`config.mk`:
```
export PLATFORM = sky130hd
export DESIGN_NAME = if_fetch
export DESIGN_NICKNAME = d
export VERILOG_FILES = /design/src/rtl/if_fetch.sv
export SDC_FILE = /design/constraint.sdc
export NUM_CORES = 1
export LEC_CHECK = 0
export BUFFER_PORTS_ARGS = -buffer_cell sky130_fd_sc_hd__buf_2
export CAP_MARGIN = 20
export CORE_ASPECT_RATIO = 1.2
export CORE_MARGIN = 4
export CORE_UTILIZATION = 45
export DETAILED_ROUTE_END_ITERATION = 10
export GPL_TIMING_DRIVEN = 0
export PLACE_DENSITY = 0.69
export SYNTH_ARGS = -nofsm -noshare
export SYNTH_HDL_FRONTEND = slang
export SYNTH_SLANG_ARGS = --single-unit
```
`constraint.sdc`:
```
create_clock -name clk -period 3.35 [get_ports clk]
set_input_delay 0 -clock clk [delete_from_list [all_inputs] [get_ports clk]]
set_output_delay 0 -clock clk [all_outputs]
set_load 0.02 [all_outputs]
```
`src/rtl/if_fetch.sv`:
```
// Instruction fetch stage: one outstanding read request, IF/ID output registers and a one-entry hold buffer.
// Optional misaligned-fetch detection is enabled by defining IF_MISALIGN_CHK_EN.
module if_fetch (
  input  logic        clk,
  input  logic        rst_n,
  input  logic [31:0] pc_i,
  input  logic        ce_i,
  input  logic [5:0]  stall,
  input  logic        flush_i,
  output logic        mem_req_o,
  output logic [31:0] mem_addr_o,
  input  logic        mem_ack_i,
  input  logic [31:0] mem_rdata_i,
  output logic        stallreq_o,
  output logic [31:0] id_pc_o,
  output logic [31:0] id_inst_o,
  output logic        id_valid_o
`ifdef IF_MISALIGN_CHK_EN
  ,
  output logic        fetch_misalign_o
`endif
);

  localparam logic [31:0] NOP = 32'h0000_0013;

  typedef enum logic [1:0] {
    IDLE = 2'd0,
    REQ  = 2'd1,
    HOLD = 2'd2
  } state_t;

  state_t      state;
  logic        rst_done;
  logic        drop;
  logic [31:0] hold_pc;
  logic [31:0] hold_inst;
  logic        hold_mis;
  logic        id_mis;
  logic        misaligned;
  logic [31:0] fetch_addr;

`ifdef IF_MISALIGN_CHK_EN
  assign misaligned       = (pc_i[1:0] != 2'b00);
  assign fetch_addr       = pc_i;
  assign fetch_misalign_o = id_mis;
  logic unused_stall;
  assign unused_stall = ^{stall[5:2], stall[0]};
`else
  assign misaligned = 1'b0;
  assign fetch_addr = {pc_i[31:2], 2'b00};
  logic unused_bits;
  assign unused_bits = ^{stall[5:2], stall[0], pc_i[1:0], id_mis};
`endif

  assign stallreq_o = ((state == REQ) && !mem_ack_i) || (state == HOLD);

  // rst_done blocks issue on the first edge after reset release; flush always beats stall[1].
  always_ff @(posedge clk or negedge rst_n) begin
    if (!rst_n) begin
      state      <= IDLE;
      rst_done   <= 1'b0;
      drop       <= 1'b0;
      mem_req_o  <= 1'b0;
      mem_addr_o <= 32'h0;
      id_pc_o    <= 32'h0;
      id_inst_o  <= 32'h0;
      id_valid_o <= 1'b0;
      id_mis     <= 1'b0;
      hold_pc    <= 32'h0;
      hold_inst  <= 32'h0;
      hold_mis   <= 1'b0;
    end else begin
      rst_done <= 1'b1;
      case (state)
        IDLE: begin
          if (flush_i) begin
            id_valid_o <= 1'b0;
            id_mis     <= 1'b0;
          end else if (ce_i && rst_done && misaligned) begin
            if (stall[1]) begin
              hold_pc   <= pc_i;
              hold_inst <= NOP;
              hold_mis  <= 1'b1;
              state     <= HOLD;
            end else begin
              id_pc_o    <= pc_i;
              id_inst_o  <= NOP;
              id_valid_o <= 1'b1;
              id_mis     <= 1'b1;
            end
          end else begin
            if (ce_i && rst_done) begin
              mem_req_o  <= 1'b1;
              mem_addr_o <= fetch_addr;
              state      <= REQ;
            end
            if (!stall[1]) id_valid_o <= 1'b0;
          end
        end

        REQ: begin
          if (mem_ack_i) begin
            mem_req_o <= 1'b0;
            drop      <= 1'b0;
            state     <= IDLE;
            if (drop || flush_i) begin
              id_valid_o <= 1'b0;
              id_mis     <= 1'b0;
            end else if (stall[1]) begin
              hold_pc   <= mem_addr_o;
              hold_inst <= mem_rdata_i;
              hold_mis  <= 1'b0;
              state     <= HOLD;
            end else begin
              id_pc_o    <= mem_addr_o;
              id_inst_o  <= mem_rdata_i;
              id_valid_o <= 1'b1;
              id_mis     <= 1'b0;
            end
          end else if (flush_i) begin
            drop       <= 1'b1;
            id_valid_o <= 1'b0;
            id_mis     <= 1'b0;
          end else if (!stall[1]) begin
            id_valid_o <= 1'b0;
          end
        end

        HOLD: begin
          if (flush_i) begin
            id_valid_o <= 1'b0;
            id_mis     <= 1'b0;
            state      <= IDLE;
          end else if (!stall[1]) begin
            id_pc_o    <= hold_pc;
            id_inst_o  <= hold_inst;
            id_valid_o <= 1'b1;
            id_mis     <= hold_mis;
            state      <= IDLE;
          end
        end

        default: state <= IDLE;
      endcase
    end
  end

endmodule

```
* Word-level counts from Yosys, hierarchy flattened
Cells that the tools add are included.
Cells by class: eq/ne operators 10, multiplexer cells 33, bitwise logic cells 2, reductions and logical operators 16
Operators by type and width (count):
- 32-bit 2-to-1 mux | 10
- 32-bit case mux with 2 select lines | 2
- 2-bit 2-to-1 mux | 7
- 2-bit inequality test, second input constant | 7
- 4-bit AND reduction | 3
- 1-bit 2-to-1 mux | 11
- 2-bit case mux with 3 select lines | 1
- 6-bit AND reduction | 1
- 2-bit nonzero test | 3
- 3-bit inequality test, second input constant | 1
- 1-bit case mux with 3 select lines | 1
- 3-bit AND reduction | 1
- 3-bit nonzero test | 1
- 2-bit by 1-bit == test with 1-bit output, second input constant | 1
- 2-bit == test, second input constant | 1
- 1-bit logical AND | 2
- 2-bit zero test | 1
- 1-bit logical OR | 2
- 1-bit NOT | 2
- 1-bit case mux with 2 select lines | 1
- 2-bit AND reduction | 1
- 1-bit zero test | 1
Storage, ports and cells: register bits 162, input bits 75, output and inout bits 99, logic and storage cells 71

* Longest topological paths before layout
Gate-level depths: netlist (run 1).
depth in word-level cells 4, mapped depth 8, gate-level depth less buffers 5

* Worst setup path after synthesis (run 1)
Ideal clock, no wire load.
path kind register to register, from register state[0], to register id_pc_o[10], library setup time 0.125 ns, arrival 1.717 ns, required time 3.225 ns, path slack 1.508 ns, cell stages (with the launch flop) 8, path buffers 3, clock period less this slack 1.842 ns, cells stage by stage dfrtp_1 inv_1 ha_1 clkbuf_1 buf_4 buf_2 mux2_2 mux2_4
Between the ends: word-level cells in the longest chain between the ends 3, elaborated cells between the ends (all ways) 10
Ends and longest elaborated chain:
- from (decl) | RTL line 32 | state_t state;
- from (signal assigned) | RTL line 60 | state <= IDLE;
- from (signal assigned) | RTL line 84 | state <= HOLD;
- from (signal assigned) | RTL line 95 | state <= REQ;
- 2-bit by 1-bit == test with 1-bit output / 2-bit == test (equally long branches)
- 2-bit inequality test (no source line) / 2-bit nonzero test (equally long branches)
- 6-bit AND reduction (no source line)
- to (signal assigned) | RTL line 86 | id_pc_o <= pc_i;
- to (signal assigned) | RTL line 115 | id_pc_o <= mem_addr_o;
- to (signal assigned) | RTL line 135 | id_pc_o <= hold_pc;
- to (decl) | RTL line 15 | output logic [31:0] id_pc_o,
Parallel ways exist; a longest one is shown, timed or not. A chain may end at the register's enable or synchronous reset.

* Worst setup path after layout (run 1)
from register state[0], to register id_valid_o
Between the ends: word-level cells in the longest chain between the ends 2, elaborated cells between the ends (all ways) 5
Ends and longest elaborated chain:
- 2-bit == test, or another cell as far along
- 1-bit case mux with 3 select lines / 3-bit nonzero test (equally long branches)
- to (signal assigned) | RTL line 67 | id_valid_o <= 1'b0;
- to (signal assigned) | RTL line 77 | id_valid_o <= 1'b0;
- to (signal assigned) | RTL line 88 | id_valid_o <= 1'b1;
- to (decl) | RTL line 17 | output logic id_valid_o
Parallel ways exist; a longest one is shown, timed or not.

==> results of run 1 <==
worst paths after layout:
path                       cells past startpoint  slack (ns)    startpoint           end
setup / recovery                               8        1.10      state[0]    id_valid_o
max in group asynchronous                      3        2.34         rst_n   id_pc_o[29]
setup reg to reg                               8        1.10      state[0]    id_valid_o
hold / removal                                 4        0.05          ce_i      state[1]
hold reg to reg                                1        0.49  hold_inst[4]  hold_inst[4]
min in group asynchronous                      2        0.18         rst_n    id_pc_o[4]
flip-flops by register name, indices dropped and copies added (netlist names), 2 cells and up:
signal,flops
id_pc_o,30
hold_pc,30
state,2
hold_inst,32
mem_addr_o,30
id_inst_o,32
cells in the mapped netlist, drive strengths merged:
library cell / number
o22ai: 2
a21o: 1
mux2: 216
inv: 3
a211o: 1
nand3b: 1
nand2b: 1
a221oi: 1
and3b: 1
nor2: 3
and3: 1
o21ai: 3
nand4b: 1
clkbuf: 4
nor2b: 4
dfrtp: 160
conb: 2
o21a: 1
a2bb2oi: 1
a21oi: 3
nand2: 1
buf: 24
ha: 4
or2: 1
area by class of cell:
type / count / area share, %
Buffer: 28 / 2.009
Clock buffer: 20 / 4.899
Clock inverter: 12 / 1.904
Inverter: 3 / 0.1182
Multi-Input combinational cell: 252 / 30.40
Sequential cell: 160 / 42.03
Tap cell: 208 / 2.732
Timing Repair Buffer: 230 / 15.90
report_power, final:
group	total, mW	internal, mW	switching, mW
Combinational	2.92	1.52	1.40
Clock	2.10	1.31	0.789
Sequential	3.34	2.81	0.527
cells in the final DEF (no fill, tap or decap), types with 5 or more instances in the layout:
cell type      synthesis  layout
clkbuf_16              0      17
dfrtp_1              160     160
dlygate4sd3_1          0      67
buf_6                  7       8
conb_1                 2       5
buf_4                  5       5
buf_2                 12     173
mux2_2               138     138
mux2_1                18      18
mux2_4                60      60
kinds of logic (layout without fill, tap and decap cells):
group / after synthesis / count (layout)
buf+inv: 31 / 293
mux: 216 / 216
flops: 160 / 160
other cells: 2 / 5
simple gates: 14 / 14
compound gates: 13 / 13
fa+ha+maj: 4 / 4
critical path: stages, from the launching register on:
cell	delay (ns)
dfrtp_1	0.40
inv_1	0.10
ha_1	0.15
clkbuf_1	0.22
buf_4	0.25
buf_2	0.25
o21ai_0	0.12
a21oi_1	0.13
dlygate4sd3_1	0.55
layer usage:
layer | GRT usage [%] | vias up | part of all wire (%)
met5 | 0 | - | 0
met4 | 6.162 | 0 | 1.5
met3 | 4.899 | 17 | 4.6
met2 | 31.39 | 106 | 52
met1 | 22.71 | 2280 | 42
li1 | - | 2070 | -
stage by stage:
step	area (µm²)	power [mW]
2_1_floorplan	7103	5.251
3_3_place_gp	8174	6.098
3_5_place_dp	8208	6.247
4_1_cts	9527	8.459
5_1_grt	9527	8.834
6_report	9527	8.359
==> flow_metrics.tcl, run 1 <==
set metrics [dict create \
    n_antenna_cell 0 \
    wirelength_um 15520 \
    path_class "flip-flop to flip-flop" \
    grt_pass1_vias 5090 \
    synthDistinctLibCells 28 \
    worstPathArrival_ns 2.61 \
    synth_compound_gate_area_share_pct 1.182 \
    via_per_inst 4.899 \
    grt_pass1_wl_um 26080 \
    post-route-util_pct 61.40 \
    drive_above_1_share_pct 59.43 \
    placeableCoreArea_mm2 0.01551 \
    final-setup-viol-count 0 \
    startpoint_type "flip-flop" \
    cts_resized 0 \
    antenna_found_initial 0 \
    hp-class "input pin to flip-flop" \
    synth_seq_cells 160 \
    hold_ws_ns 0.04825 \
    worst_slew_pin_slew_ns 0.7401 \
    drt-initial-drc-count 132 \
    slew_viol_final 0 \
    drc 0 \
    placementRows 50 \
    ant_nets 0 \
    synth_xor_area_share_pct 0 \
    vias 4473 \
    ir_worst_vdd_mv 0.5154 \
    numPortBuffers 162 \
    dpl.cell_count 814 \
    fmax_mhz 444.2 \
    dpl_worst_slack_ns 1.152 \
    cts_tree "yes" \
    die_w_um 122.6 \
    synth_mux_area_share_pct 37.47 \
    firstDrtPassIters 4 \
    grt_start_max_net_pins 83 \
    worst_slack_ns 1.099 \
    syn_area_per_cell_um2 16.12 \
    dieHeight_um 145.5 \
    relSlewSlack_pct 50.66 \
    cts_setup_buffers 0 \
    num_io_pins 174 \
    crit_fanout 10 \
    fin_tns_setup_ns 0 \
    register_area_mm2 0.004004 \
    cts_sinks 160 \
    cts_max_level 4 \
    period_share_pct 67.20 \
    yosys.area_share.simple_pct 1.217 \
    instances_no_fill 913 \
    synthAdderAreaFrac_pct 0.7057 \
    grt_usage_pct 18.48 \
    overflow 0 \
    synth_top_family_by_area "multiplexers" \
    period_needed_ns 2.251 \
    die-area_mm2 0.01784 \
    hold_buffers 67 \
    hpwl_um 10550 \
    start_util_pct 45.71 \
    power_density_mw_per_mm2 877.4 \
    rsz0062_at_grt "no" \
    worstSetupEndpointType "flip-flop" \
    synthTopCellsByArea "dfrtp_1, mux2_2, mux2_4" \
    nNetsFinal 771 \
    fin_skew_ns 0.004476 \
    ctsRootBufferMaster "clkbuf_16" \
    yosysSeqAreaShare_pct 56.46 \
    clk_pin_slew_ns 0.06 \
    multiInputGateArea_mm2 0.002897 \
    fillers 1224 \
    synth_top_cell_area_share_pct 56.46 \
    synthCells 440 \
    hold_violations 0 \
    cts_buffer_depth 2 \
    ys_warn_count 0 \
    cts_made_buffers 17 \
    wl_per_cell_um 17.00 \
    synth_area_mm2 0.007092 \
    p_leak_nw 4.642 \
    drv_cap 0 \
    critical_path_required_ns 3.71 \
    clk_latency_ns 0.42 \
    area_growth_pct 34.33 \
    yosysTopAreaCell "dfrtp_1" \
    gp_congestion 0.7851 \
    outcome "complete, no violations" \
]
No activity file was read; power rests on OpenSTA's default activity.
==> run 2, diff against run 1 <==
- ABC_AREA: unset -> 1
- clock period: 3.35 -> 2.1 ns (I/O delays scaled with it)
==> flow_metrics.tcl, run 2 <==
set metrics [dict create \
    clk_pin_slew_ns 0.06 \
    crit_fanout 10 \
    cts_sinks 160 \
    clk_latency_ns 0.42 \
    syn_area_per_cell_um2 8.451 \
    period_share_pct 93.22 \
    antenna_found_initial 0 \
    slew_viol_final 0 \
    synth_edf_count 0 \
    drt-initial-drc-count 443 \
    period_needed_ns 1.958 \
    post-route-util_pct 61.88 \
    grt_usage_pct 22.40 \
    relSlewSlack_pct 55.85 \
    drv_cap 0 \
    placeableCoreArea_mm2 0.01520 \
    path_class "flip-flop to flip-flop" \
    final-setup-viol-count 0 \
    yosysSeqAreaShare_pct 56.81 \
    place_area_mm2 0.008163 \
    die-area_mm2 0.01774 \
    wl_per_cell_um 14.58 \
    synth_flop_cell "dfrtp_1" \
    synth_seq_cells 160 \
    cts_buffer_depth 2 \
    nNetsFinal 1164 \
    fin_skew_ns 0.006825 \
    ctsRootBufferMaster "clkbuf_16" \
    final_area_mm2 0.009409 \
    area_growth_pct 33.50 \
    dpl.cell_count 1204 \
    top_regs "hold_inst: 32 flops, id_inst_o: 32 flops" \
    worst_slew_pin_slew_ns 0.6623 \
    overflow 0 \
    yosys.area_share.simple_pct 22.03 \
    drive_above_1_share_pct 22.04 \
    cts_made_buffers 17 \
    synth.most_common_cell "nand2_1" \
    yosysTopAreaCell "dfrtp_1" \
    synth_top_cell_area_share_pct 56.81 \
    drc 0 \
    synthDistinctLibCells 24 \
    synth_top_family_by_area "simple AND/OR/NAND/NOR gates" \
    synthCells 834 \
    grt_start_max_net_pins 123 \
    grt_pass1_vias 6450 \
    mostFrequentLayoutCells "nand2_1, buf_2, dfrtp_1" \
    ys_warn_count 0 \
    numPortBuffers 162 \
    cts_max_level 4 \
    synthTopCellsByArea "dfrtp_1, nand2_1, o21ai_0" \
    ant_nets 0 \
    p_leak_nw 4.968 \
    synth_common_cells "nand2_1, dfrtp_1, o21ai_0" \
    ir_worst_vdd_mv 0.7890 \
    async_flop_share_pct 100.0 \
    fillers 1385 \
    die_w_um 122.2 \
    vias 6363 \
    via_per_inst 4.887 \
    cts_setup_buffers 0 \
    worstSetupEndpointType "flip-flop" \
    synthAdderAreaFrac_pct 0.7101 \
    hpwl_um 12910 \
    grt_pass1_wl_um 31960 \
    worstPathArrival_ns 2.26 \
    firstDrtPassIters 7 \
    gp_congestion 0.8398 \
    power_mw 14.51 \
    n_antenna_cell 0 \
    cts_tree "yes" \
    wirelength_um 18990 \
    startpoint_type "flip-flop" \
    placementRows 49 \
    instances_no_fill 1302 \
    hold_violations 0 \
    hp-class "input pin to flip-flop" \
    power_density_mw_per_mm2 1542 \
    synth_area_mm2 0.007048 \
    critical_path_required_ns 2.41 \
    start_util_pct 46.35 \
    outcome "complete, no violations" \
    dieHeight_um 145.1 \
    fmax_mhz 510.8 \
    synth_compound_gate_area_share_pct 11.43 \
    synth_mux_area_share_pct 0 \
    synth_xor_area_share_pct 0 \
    final_common_cell "nand2_1" \
    num_io_pins 174 \
]
-- run 2: cell types whose count changed after synthesis, moves of 16 or more --
cell / before / now
nand2_1: 0 / 273
mux2_2: 138 / 0
o21ai_0: 3 / 111
inv_1: 3 / 72
nand3_1: 0 / 63
mux2_4: 60 / 0
nor2_1: 3 / 35
a21oi_1: 3 / 31
mux2_1: 18 / 0
o21ai_1: 0 / 16
-- run 2: through the flow --
stage	worst slack [ns]	hold WS [ns]	setup TNS (ns)
after floorplan	0.5460	-0.2956	0
after global placement	-1.429	0.2441	-226.17
after detailed placement	0.1251	-0.1030	0
after CTS	0.09758	0.002082	0
after global routing	-0.009873	0.06140	-0.009873
final	0.1424	0.01996	0
-- run 2: worst paths after layout --
kind	start	endpoint	slack, ns	depth (start not counted)
min	ce_i	mem_req_o	0.02	6
min reg2reg	id_inst_o[24]	id_inst_o[24]	0.46	2
max reg2reg	state[0]	id_pc_o[29]	0.14	10
max in group asynchronous	rst_n	hold_inst[21]	1.13	3
min in group asynchronous	rst_n	id_inst_o[25]	0.05	2
max	state[0]	id_pc_o[29]	0.14	10
-- run 2: cell families (layout without fill, tap and decap cells) --
group / count (synthesis) / in the layout
AOI/OAI and AO/OA: 160 / 160
other: 2 / 5
adders and majority gates: 4 / 4
buffers and inverters: 128 / 389
and+or+nand+nor: 380 / 380
DFF: 160 / 160
-- run 2: cell type report --
cell class / instances / area, µm² / share of cell area [%]
sequential: 160 / 4004 / 42.55
multi-input combinational: 549 / 2432 / 25.85
timing repair buffer: 229 / 1509 / 16.04
clock buffer: 20 / 446.7 / 4.747
buffer: 55 / 354.1 / 3.763
inverter: 73 / 274.0 / 2.912
tap: 204 / 255.2 / 2.713
clock inverter: 12 / 133.9 / 1.423
-- run 2: routing by layer --
metal	GRT usage [%]	vias to the layer above	share of wire, %
met3	4.671	32	4.9
met4	8.459	0	2.2
met2	36.89	176	50
met5	0	-	0
met1	28.93	3022	43
li1	-	3133	-
-- run 2: timing repair --
item,CTS,global route
endpoints found under the setup margin,0,2
resized for setup,0,1
hold endpoints to repair,252,0
hold buffers,66,0
-- run 2: power breakdown --
group	leakage [nW]	switching (mW)	internal (mW)
Sequential	1.94	0.758	4.58
Combinational	2.75	4.06	2.09
Clock	0.281	1.24	1.79
Total	4.97	6.06	8.46
-- run 2: critical path, cell delays in order (launching register included) --
cell and delay [ns]:
dfrtp_1 0.40, inv_1 0.08, ha_1 0.27, buf_4 0.22, nand2_1 0.08, nand2_2 0.09, nor2_8 0.20, nand2_4 0.18
buf_6 0.19, nand2_1 0.07, nand2_1 0.06
==> run 3, diff against run 2 <==
==> constraint.sdc (replaced) <==
create_clock -name clk -period 2.1 [get_ports clk]
set_input_delay 0.21 -clock clk [delete_from_list [all_inputs] [get_ports clk]]
set_output_delay 0.21 -clock clk [all_outputs]
set_load 0.02 [all_outputs]
==> flow_metrics.tcl, run 3 (synthesized netlist as in run 2, its figures left out) <==
set metrics [dict create \
    n_antenna_cell 0 \
    worstSetupEndpointType "primary output" \
    p_leak_nw 4.702 \
    overflow 0 \
    cts_buffer_depth 2 \
    period_needed_ns 1.988 \
    final_area_mm2 0.008772 \
    placementRows 49 \
    crit_fanout 10 \
    clk_pin_slew_ns 0.07 \
    power_density_mw_per_mm2 1641 \
    ant_nets 0 \
    p_switching_mw 6.009 \
    worst_slack_ns 0.1123 \
    via_per_inst 4.851 \
    start_util_pct 46.35 \
    slew_viol_final 0 \
    cp_cell_sequence "inv_1, ha_2, clkbuf_4, or2_2, buf_2" \
    startpoint_type "flip-flop" \
    drive_above_1_share_pct 23.89 \
    critical_path.top_delay_family "buffers and inverters" \
    vias 6005 \
    cts_made_buffers 17 \
    cp_slowest_stage_delay_ns 0.40 \
    wl_per_cell_um 14.52 \
    drt-initial-drc-count 460 \
    grt_pass1_vias 6002 \
    fillers 1480 \
    fin_skew_ns 0.007716 \
    cts_tree "yes" \
    place_area_mm2 0.008163 \
    cp_num_buf_inv 3 \
    rsz0062_at_grt "no" \
    area_growth_pct 24.46 \
    dpl_worst_slack_ns 0.1251 \
    wirelength_um 17980 \
    crit_slowest_cell "dfrtp_1" \
    top_regs "hold_inst: 32 flops, id_inst_o: 32 flops" \
    worstPathArrival_ns 1.78 \
    switching_share_pct 41.73 \
    grt_pass1_wl_um 30130 \
    die-area_mm2 0.01774 \
    period_share_pct 94.65 \
    firstDrtPassIters 5 \
    gp_congestion 0.8398 \
    dieHeight_um 145.1 \
    num_io_pins 174 \
    die_w_um 122.2 \
    antenna_found_initial 1 \
    grt_usage_pct 21.20 \
    grt_start_max_net_pins 123 \
    placeableCoreArea_mm2 0.01520 \
    ctsRootBufferMaster "clkbuf_16" \
    numPortBuffers 162 \
    relSlewSlack_pct 56.16 \
    hp-class "input pin to flip-flop" \
    critical_path_required_ns 1.89 \
    hold_violations 0 \
    clk_latency_ns 0.42 \
    clock_power_share_pct 21.1 \
    nNetsFinal 1100 \
    cts_sinks 160 \
    fmax_mhz 503.1 \
    cts_max_level 4 \
    worst_slew_pin_slew_ns 0.6576 \
    final-setup-viol-count 0 \
    path_class "flip-flop to primary output" \
    power_mw 14.40 \
    hpwl_um 12910 \
    mostFrequentLayoutCells "nand2_1, buf_2, dfrtp_1" \
    p_int_mw 8.390 \
    fin_tns_setup_ns 0 \
    outcome "complete, no violations" \
    drc 0 \
    comb_power_share_pct 42.0 \
    drv_cap 0 \
    final_common_cell "nand2_1" \
    ir_worst_vdd_mv 0.7634 \
    p_seq_share_pct 37.0 \
]
## run 3: cell count changes in the layout (fill, tap and decap cells not counted), moves of 2 or more
cell           before  now
nand2_2             2    4
ha_1                4    2
ha_2                0    2
dlygate4sd3_1      66    1
## run 3: metrics by stage
| stage | util, % | instances | hold WS [ns] |
|---|---|---|---|
| after floorplan | - | 837 | -0.08559 |
| after global placement | 53.44 | 1203 | 0.4503 |
| after detailed placement | 53.69 | 1204 | 0.1070 |
| after CTS | 57.60 | 1237 | 0.01418 |
| after global routing | 57.69 | 1238 | 0.03107 |
| final | 57.69 | 1238 | 0.03012 |
## run 3: layer usage
layer	wire [µm]	vias to the layer above	GRT usage [%]	part of all wire, %
met2	8691	142	33.70	48
met1	8003	2819	28.36	45
met4	371	2	7.899	2.1
met5	7	-	0	0.039
li1	-	3013	-	-
met3	904	29	4.710	5.0
## run 3: final timing paths
kind,depth (start not counted),slack (ns),from,endpoint
setup / recovery,5,0.11,state[0],stallreq_o
hold / removal,3,0.03,pc_i[12],mem_addr_o[12]
setup reg to reg,9,0.18,state[0],id_pc_o[29]
hold reg to reg,2,0.46,id_inst_o[28],id_inst_o[28]
max in group asynchronous,3,0.92,rst_n,hold_inst[15]
min in group asynchronous,2,0.26,rst_n,id_inst_o[25]
## run 3: area by class of cell
cell class	count	area [µm²]	area share, %
Sequential cell	160	4004	45.64
Buffer	55	357.8	4.079
Multi-Input combinational cell	549	2435	27.76
Inverter	73	274.0	3.124
Tap cell	204	255.2	2.910
Timing Repair Buffer	165	865.8	9.870
Clock buffer	20	446.7	5.092
Clock inverter	12	133.9	1.526
## run 3: what timing repair did
action,CTS,global route
hold endpoints to repair,38,0
resized for setup,2,3
hold buffers,1,0
buffers inserted,0,1
setup endpoints to repair,1,3
cloned,0,0
## run 3: worst register-to-register path, stage by stage, from the launching register on
cell and delay (ns):
dfrtp_1 0.41, inv_1 0.10, ha_2 0.24, buf_4 0.22
nand2_1 0.08, nand2_2 0.25, nand2_4 0.20, buf_6 0.19
nand2_1 0.07, nand2_1 0.06
## run 3: power by group through the flow
| stage | sequential, mW | combinational [mW] | clock (mW) |
|---|---|---|---|
| final | 5.32 | 6.04 | 3.03 |
| after global routing | 5.52 | 6.82 | 3.23 |
| after CTS | 5.32 | 6.11 | 3.09 |
| after detailed placement | 5.35 | 6.09 | 0 |
| after global placement | 5.32 | 5.96 | 0 |
| after floorplan | 6.37 | 2.99 | 0 |
